`src/rtl/mul_div_unit_pkg.sv`:
```
// Shared types for the iterative multiply/divide unit: operation codes,
// controller states and a small decode helper.
package mdu_pkg;

  // Operation select as presented by the decoder; reserved runs as a multiply
  typedef enum logic [1:0] {
    OP_MUL  = 2'b00,
    OP_UDIV = 2'b01,
    OP_UREM = 2'b10,
    OP_RSVD = 2'b11
  } op_e;

  // Controller states
  typedef enum logic [1:0] {
    S_IDLE = 2'b00,
    S_BUSY = 2'b01,
    S_DONE = 2'b10
  } state_e;

  // True for the two operations that run the restoring divider
  function automatic logic is_div(input op_e op);
    return (op == OP_UDIV) || (op == OP_UREM);
  endfunction

endpackage

```
`src/rtl/mul_div_unit_if.sv`:
```
// Request/response bundle between the pipeline and the multiply/divide unit.
// The master side issues operations, the slave side (the unit) returns results.
interface mul_div_unit_if
  import mdu_pkg::*;
#(
  parameter int N = 32
) ();

  logic         start;
  op_e          op;
  logic [N-1:0] A;
  logic [N-1:0] B;
  logic [3:0]   Rd_in;
  logic         busy;
  logic         done;
  logic [N-1:0] result;
  logic [3:0]   Rd_out;
  logic         dz;

  modport master (
    output start, op, A, B, Rd_in,
    input  busy, done, result, Rd_out, dz
  );

  modport slave (
    input  start, op, A, B, Rd_in,
    output busy, done, result, Rd_out, dz
  );

endinterface

```
`src/rtl/mul_div_unit_counter.sv`:
```
// Iteration counter for the multiply/divide unit. Counts the shift/add or
// shift/subtract steps and flags the step that completes the operation.
module mdu_counter #(
  parameter int N = 32
) (
  input  logic clk,
  input  logic rst,
  input  logic clear,
  input  logic enable,
  output logic tc
);

  localparam int CW = (N > 1) ? $clog2(N) : 1;
  localparam logic [CW-1:0] LAST = CW'(N - 1);

  logic [CW-1:0] count;

  // Clear wins over enable so a newly accepted operation always starts at zero
  always_ff @(posedge clk or negedge rst) begin
    if (!rst) begin
      count <= '0;
    end else if (clear) begin
      count <= '0;
    end else if (enable) begin
      count <= count + 1'b1;
    end
  end

  assign tc = (count == LAST);

endmodule

```
`src/rtl/mul_div_unit.sv`:
```
// Iterative multiply / unsigned divide unit. One N-bit adder/subtractor and
// one 2N-bit shift register (acc_hi:acc_lo) serve both operations:
//   MUL : acc_lo starts as the multiplier and shifts right LSB-first while the
//         partial product accumulates into acc_hi; low product ends in acc_lo.
//   DIV : acc_lo starts as the dividend and shifts left MSB-first into the
//         partial remainder acc_hi; quotient bits enter acc_lo from the right.
// A zero divisor never borrows, which naturally yields an all-ones quotient
// and a remainder equal to the dividend, so no special datapath case exists.
module mul_div_unit
  import mdu_pkg::*;
#(
  parameter int N = 32
) (
  input  logic          clk,
  input  logic          rst,
  mul_div_unit_if.slave bus
);

  state_e       state;
  op_e          op_q;
  logic [N-1:0] op_a;
  logic [N-1:0] op_b;
  logic [3:0]   rd_q;
  logic [N-1:0] acc_hi;
  logic [N-1:0] acc_lo;

  logic         accept;
  logic         iterate;
  logic         last_iter;
  logic         div_mode;

  logic [N:0]   alu_a;
  logic [N:0]   alu_b;
  logic         alu_sub;
  logic [N+1:0] alu_res;
  logic [N-1:0] next_hi;
  logic [N-1:0] next_lo;
  logic [N-1:0] final_result;
  logic         final_dz;

  assign accept   = bus.start && ((state == S_IDLE) || (state == S_DONE));
  assign iterate  = (state == S_BUSY);
  assign div_mode = is_div(op_q);

  mdu_counter #(
    .N (N)
  ) u_counter (
    .clk    (clk),
    .rst    (rst),
    .clear  (accept),
    .enable (iterate),
    .tc     (last_iter)
  );

  // One shared add/subtract step plus the shift that follows it
  always_comb begin
    alu_a   = '0;
    alu_b   = '0;
    alu_sub = 1'b0;
    next_hi = acc_hi;
    next_lo = acc_lo;

    if (div_mode) begin
      alu_a   = {acc_hi, acc_lo[N-1]};
      alu_b   = {1'b0, op_b};
      alu_sub = 1'b1;
    end else begin
      alu_a   = {1'b0, acc_hi};
      alu_b   = acc_lo[0] ? {1'b0, op_a} : '0;
      alu_sub = 1'b0;
    end

    alu_res = alu_sub ? ({1'b0, alu_a} - {1'b0, alu_b})
                      : ({1'b0, alu_a} + {1'b0, alu_b});

    if (div_mode) begin
      if (!alu_res[N+1]) begin
        next_hi = alu_res[N-1:0];
        next_lo = {acc_lo[N-2:0], 1'b1};
      end else begin
        next_hi = alu_a[N-1:0];
        next_lo = {acc_lo[N-2:0], 1'b0};
      end
    end else begin
      next_hi = alu_res[N:1];
      next_lo = {alu_res[0], acc_lo[N-1:1]};
    end
  end

  // Pick the half of the shift register that holds the requested answer
  always_comb begin
    final_result = (op_q == OP_UREM) ? next_hi : next_lo;
    final_dz     = div_mode && (op_b == '0);
  end

  // Controller with registered status and result outputs
  always_ff @(posedge clk or negedge rst) begin
    if (!rst) begin
      state      <= S_IDLE;
      op_q       <= OP_MUL;
      op_a       <= '0;
      op_b       <= '0;
      rd_q       <= '0;
      acc_hi     <= '0;
      acc_lo     <= '0;
      bus.busy   <= 1'b0;
      bus.done   <= 1'b0;
      bus.result <= '0;
      bus.Rd_out <= '0;
      bus.dz     <= 1'b0;
    end else begin
      case (state)
        S_IDLE, S_DONE: begin
          bus.done <= 1'b0;
          if (bus.start) begin
            op_q     <= bus.op;
            op_a     <= bus.A;
            op_b     <= bus.B;
            rd_q     <= bus.Rd_in;
            acc_hi   <= '0;
            acc_lo   <= is_div(bus.op) ? bus.A : bus.B;
            bus.busy <= 1'b1;
            state    <= S_BUSY;
          end else begin
            state <= S_IDLE;
          end
        end
        S_BUSY: begin
          acc_hi <= next_hi;
          acc_lo <= next_lo;
          if (last_iter) begin
            bus.busy   <= 1'b0;
            bus.done   <= 1'b1;
            bus.result <= final_result;
            bus.Rd_out <= rd_q;
            bus.dz     <= final_dz;
            state      <= S_DONE;
          end
        end
        default: begin
          bus.busy <= 1'b0;
          bus.done <= 1'b0;
          state    <= S_IDLE;
        end
      endcase
    end
  end

endmodule

```
`src/flat_wrapper.sv`:
```
// flat-port wrapper written by rule: the top's interface ports become plain ports
module mul_div_unit_flat import mdu_pkg::*;
#(
  parameter int N = 32
)
  (clk, rst, bus_start, bus_op, bus_A, bus_B, bus_Rd_in, bus_busy, bus_done, bus_result, bus_Rd_out, bus_dz);
  mul_div_unit_if #(.N(N)) bus_i ();
  input  logic clk;
  input  logic rst;
  input wire logic [$bits(bus_i.start)-1:0] bus_start;
  input wire logic [$bits(bus_i.op)-1:0] bus_op;
  input wire logic [$bits(bus_i.A)-1:0] bus_A;
  input wire logic [$bits(bus_i.B)-1:0] bus_B;
  input wire logic [$bits(bus_i.Rd_in)-1:0] bus_Rd_in;
  output wire logic [$bits(bus_i.busy)-1:0] bus_busy;
  output wire logic [$bits(bus_i.done)-1:0] bus_done;
  output wire logic [$bits(bus_i.result)-1:0] bus_result;
  output wire logic [$bits(bus_i.Rd_out)-1:0] bus_Rd_out;
  output wire logic [$bits(bus_i.dz)-1:0] bus_dz;
  assign bus_i.start = bus_start;
  assign bus_i.op = bus_op;
  assign bus_i.A = bus_A;
  assign bus_i.B = bus_B;
  assign bus_i.Rd_in = bus_Rd_in;
  assign bus_busy = bus_i.busy;
  assign bus_done = bus_i.done;
  assign bus_result = bus_i.result;
  assign bus_Rd_out = bus_i.Rd_out;
  assign bus_dz = bus_i.dz;
  mul_div_unit #(.N(N)) u_core (.clk(clk), .rst(rst), .bus(bus_i));
endmodule
```
`config.mk`:
```
export PLATFORM = sky130hd
export DESIGN_NAME = mul_div_unit_flat
export DESIGN_NICKNAME = d
export VERILOG_FILES = /design/src/rtl/mul_div_unit_pkg.sv /design/src/rtl/mul_div_unit_if.sv /design/src/rtl/mul_div_unit_counter.sv /design/src/rtl/mul_div_unit.sv /design/src/flat_wrapper.sv
export SDC_FILE = /design/constraint.sdc
export NUM_CORES = 1
export LEC_CHECK = 0
export BUFFER_PORTS_ARGS = -buffer_cell sky130_fd_sc_hd__buf_4
export CORE_ASPECT_RATIO = 1.1
export CORE_UTILIZATION = 35
export DETAILED_ROUTE_END_ITERATION = 6
export PLACE_DENSITY = 0.56
export SYNTH_ARGS = -nofsm -noshare
export SYNTH_HDL_FRONTEND = slang
export SYNTH_HIERARCHICAL = 1
export SYNTH_SLANG_ARGS = --single-unit
```
`constraint.sdc`:
```
create_clock -name clk -period 7.5 [get_ports clk]
set_input_delay 1.125 -clock clk [delete_from_list [all_inputs] [get_ports clk]]
set_output_delay 1.125 -clock clk [all_outputs]
set_load 0.02 [all_outputs]
```
==> impl_results.md <==
* N_diodes at 0
* Hold/Removal Path Class: reg2reg
* RSZ-0062 raised after global routing: no
* Crit path DAT at 7050 ps
* Fin Clk Skew at 16.3 ps
* Unique cell type count in the Yosys netlist at 93
* DR pass1 iterations at 5
* Initial Utilization at 0.357
* Data required, critical path at between 7000 and 8000 ps
* Congestion Overflow GR at 0
* First-pass GRT wire length at around 66000 microns
* Die Area at roughly 37000 sq um
* H-tree depth at 4
* Critical Path End Type: flop
* Port Buffers at about 110
* Post-cts sizing count at 0
* Clk sink count at 179
* Worst R2R Start: u_core/op_q[1]
* Worst R2R Setup Slack at 790 ps
* Tightest Pin Transition at 1170 ps
* Row count at 72
* Routability cong. at between 0.9 and 1
* Worst Setup Path Type: reg2reg
* Relative slew slack at 0.215
* Vias in the first global route at 11000
* Highest routed layer: met4
* Flops & latches, synth at 179
* R2r endpoint: u_core/bus.result[20]
* Ys flop type: dfrtp_1
* IO Pins at 112
* Final antenna-violating net count at 0
* Clk slew on worst S/H paths at 70 ps
* Fin crit period at 6710 ps
* Avg Cell Area, Syn at 8.63 sq um
* DR iter-0 viols at between 900 and 1000
* Max Freq at about 0.15 GHz
* Period utilization at 0.895
* Routed vias/inst at 5.62
* Min-delay src: u_core/rd_q[2]
* Post-route DRC violation count at 0
* DR vias at 11300
* Status: finished, final reports clean
* Synth Instances at 1461
* Area of the mapped netlist at 12600 sq um
* Most frequent cells in the layout: nand2_1 (355), dfrtp_1 (179), buf_4 (131), mux2i_1 (99), a21oi_1 (77)
* Final-layout fill cell count at 3679
* Die width at approximately 180 microns
* Synth Warn # at 6
* Met2 Wirelength at 18700 microns
* Final setup vio count at 0
* Crit path launch type: flop
* Crit Path Max Fanout at 54
* Post-CTS setup-driven buffer insertion count at 0
* Maxcap violations at 0
* Hold-fix buffers at CTS at 0
* TritonCTS Buffers at 17
* Post-synth EDFFs at 0
* Root buffer cell: clkbuf_16
* Core area at ~35000 sq um
* Initial antenna violation count at 0
* Final #Nets at between 1500 and 2000
* Async set-reset flop share out of synthesis at 1.00
* WHS Endpoint: u_core/bus.Rd_out[2]
* Detailed Route WL at around 43000 microns
* Layout cells sized above 1 at 0.164
* Wire length per cell at 21.1 microns
* CTS Buffer Depth at 2
* Area grow syn2layout at 14.0%
* TritonCTS clock tree: done
* Syn_nets at 1571
* Clk_lat worst skew at 460 ps
* Wl on met1 at approximately 21000 microns
* DR WL met3 at around 2000 microns
* Final count of hold timing violations at 0
* Largest net degree at the start of global routing at 76
* Setup TNS at 0 ps
* Slew Viols, Final at 0
* R2r worst-path depth at 21
* Commonest non-fill, non-tap cell in the layout: nand2_1
* Post-detailed-placement half-perimeter wirelength at 30800 microns
* Post-synthesis sequential area ratio at 0.355
* GRT Resource Usage Total at 0.236
* Die H at 201 microns
* Hold Crit Depth at 2
cells in the mapped netlist, drive strengths merged (6+ instances only):
master	n	area [sq um]
a21boi	6	45.0
a211oi	14	138
nand4	11	111
a211o	6	52.6
a221o	6	60.1
nor3	28	161
o21a	6	45.0
nor2	72	270
mux2	42	480
xor2	25	219
and2	6	40.0
dfrtp	179	4480
a22o	11	96.3
o211ai	19	168
o22ai	13	81.3
inv	19	71.3
nand2	356	1340
o21ai	81	424
nand2b	11	68.8
a221oi	7	61.3
a32oi	9	78.8
clkbuf	69	260
nor2b	21	131
and3	7	43.8
nand3	19	95.1
a21oi	79	410
buf	25	173
xnor2	26	228
a21o	18	135
a31oi	12	81.3
o31ai	12	90.1
ha	36	450
mux2i	99	991
o221ai	36	322
layer usage:
| metal | vias to the layer above | track usage |
|---|---|---|
| li1 | 5389 | - |
| met1 | 5477 | 0.352 |
| met2 | 376 | 0.350 |
| met3 | 47 | 0.0263 |
| met4 | 0 | 0.0786 |
| met5 | - | 0 |
flip-flops by register name, indices dropped and copies added, names as in the netlist, 2 cells and up:
signal                  flops
u_core/acc_hi              32
u_core/rd_q                 4
u_core/op_q                 2
u_core/u_counter/count      5
u_core/op_b                32
u_core/op_a                32
u_core/acc_lo              32
u_core/bus.result          32
u_core/bus.Rd_out           4
cells by family (layout without fill, tap and decap cells):
logic type / Yosys count / after routing / share of synthesized area
XOR/XNOR: 51 / 51 / 0.0354
AND/OR/NAND/NOR: 558 / 558 / 0.196
AO/OA/AOI/OAI: 377 / 377 / 0.215
adder cells (fa/ha/maj): 37 / 37 / 0.0373
multiplexers: 143 / 143 / 0.120
buffers and inverters: 116 / 184 / 0.0409
flip-flops: 179 / 179 / 0.355
worst max-delay path by stage:
| stage | start | end |
|---|---|---|
| after detailed placement | u_core/op_q[1] | u_core/bus.result[20] |
| final | u_core/op_q[1] | u_core/bus.result[20] |
| after CTS | u_core/op_q[1] | u_core/bus.result[20] |
| after floorplan | u_core/op_q[1] | u_core/bus.result[20] |
| after global placement | u_core/op_q[1] | u_core/bus.result[20] |
| after global routing | u_core/op_q[1] | u_core/bus.result[20] |
worst max-delay path, cell delays in order (launching register included):
cell,delay [ps]
dfrtp_1,410
ha_4,670
nor2b_1,120
a21oi_1,220
ha_1,220
nand3b_1,170
nor4b_4,240
buf_4,190
nand3_1,140
or3_1,430
mux2_2,290
a211oi_1,230
a21oi_1,80
ha_1,510
a211oi_2,130
o211ai_1,190
a31oi_1,220
or3b_2,580
o21ai_2,380
mux2_2,410
mux4_2,460
mux2_2,270
through the flow:
stage               instance area (sq um)  hold slack, ps  cells   util  worst slack (ps)
detailed placement                  13800             458   1980  0.391               898
global route                        14400             494   2010  0.407               365
floorplan                           12600             439   1461      -               964
CTS                                 14400             477   2010  0.407               884
finish                              14400             469   2010  0.407               789
global placement                    13800             447   1980  0.391              1070
cell type report:
| type | instances | area [sq um] | share of cell area |
|---|---|---|---|
| Multi-Input combinational cell | 1166 | 7650 | 0.532 |
| Clock inverter | 11 | 105 | 0.00731 |
| Timing Repair Buffer | 132 | 997 | 0.0694 |
| Sequential cell | 179 | 4480 | 0.312 |
| Tap cell | 481 | 602 | 0.0419 |
| Inverter | 22 | 82.6 | 0.00575 |
| Clock buffer | 19 | 453 | 0.0315 |
Power is left out: the tool's default activity adds up to more than one toggle a clock period on the data nets, which glitch-free logic cannot reach.
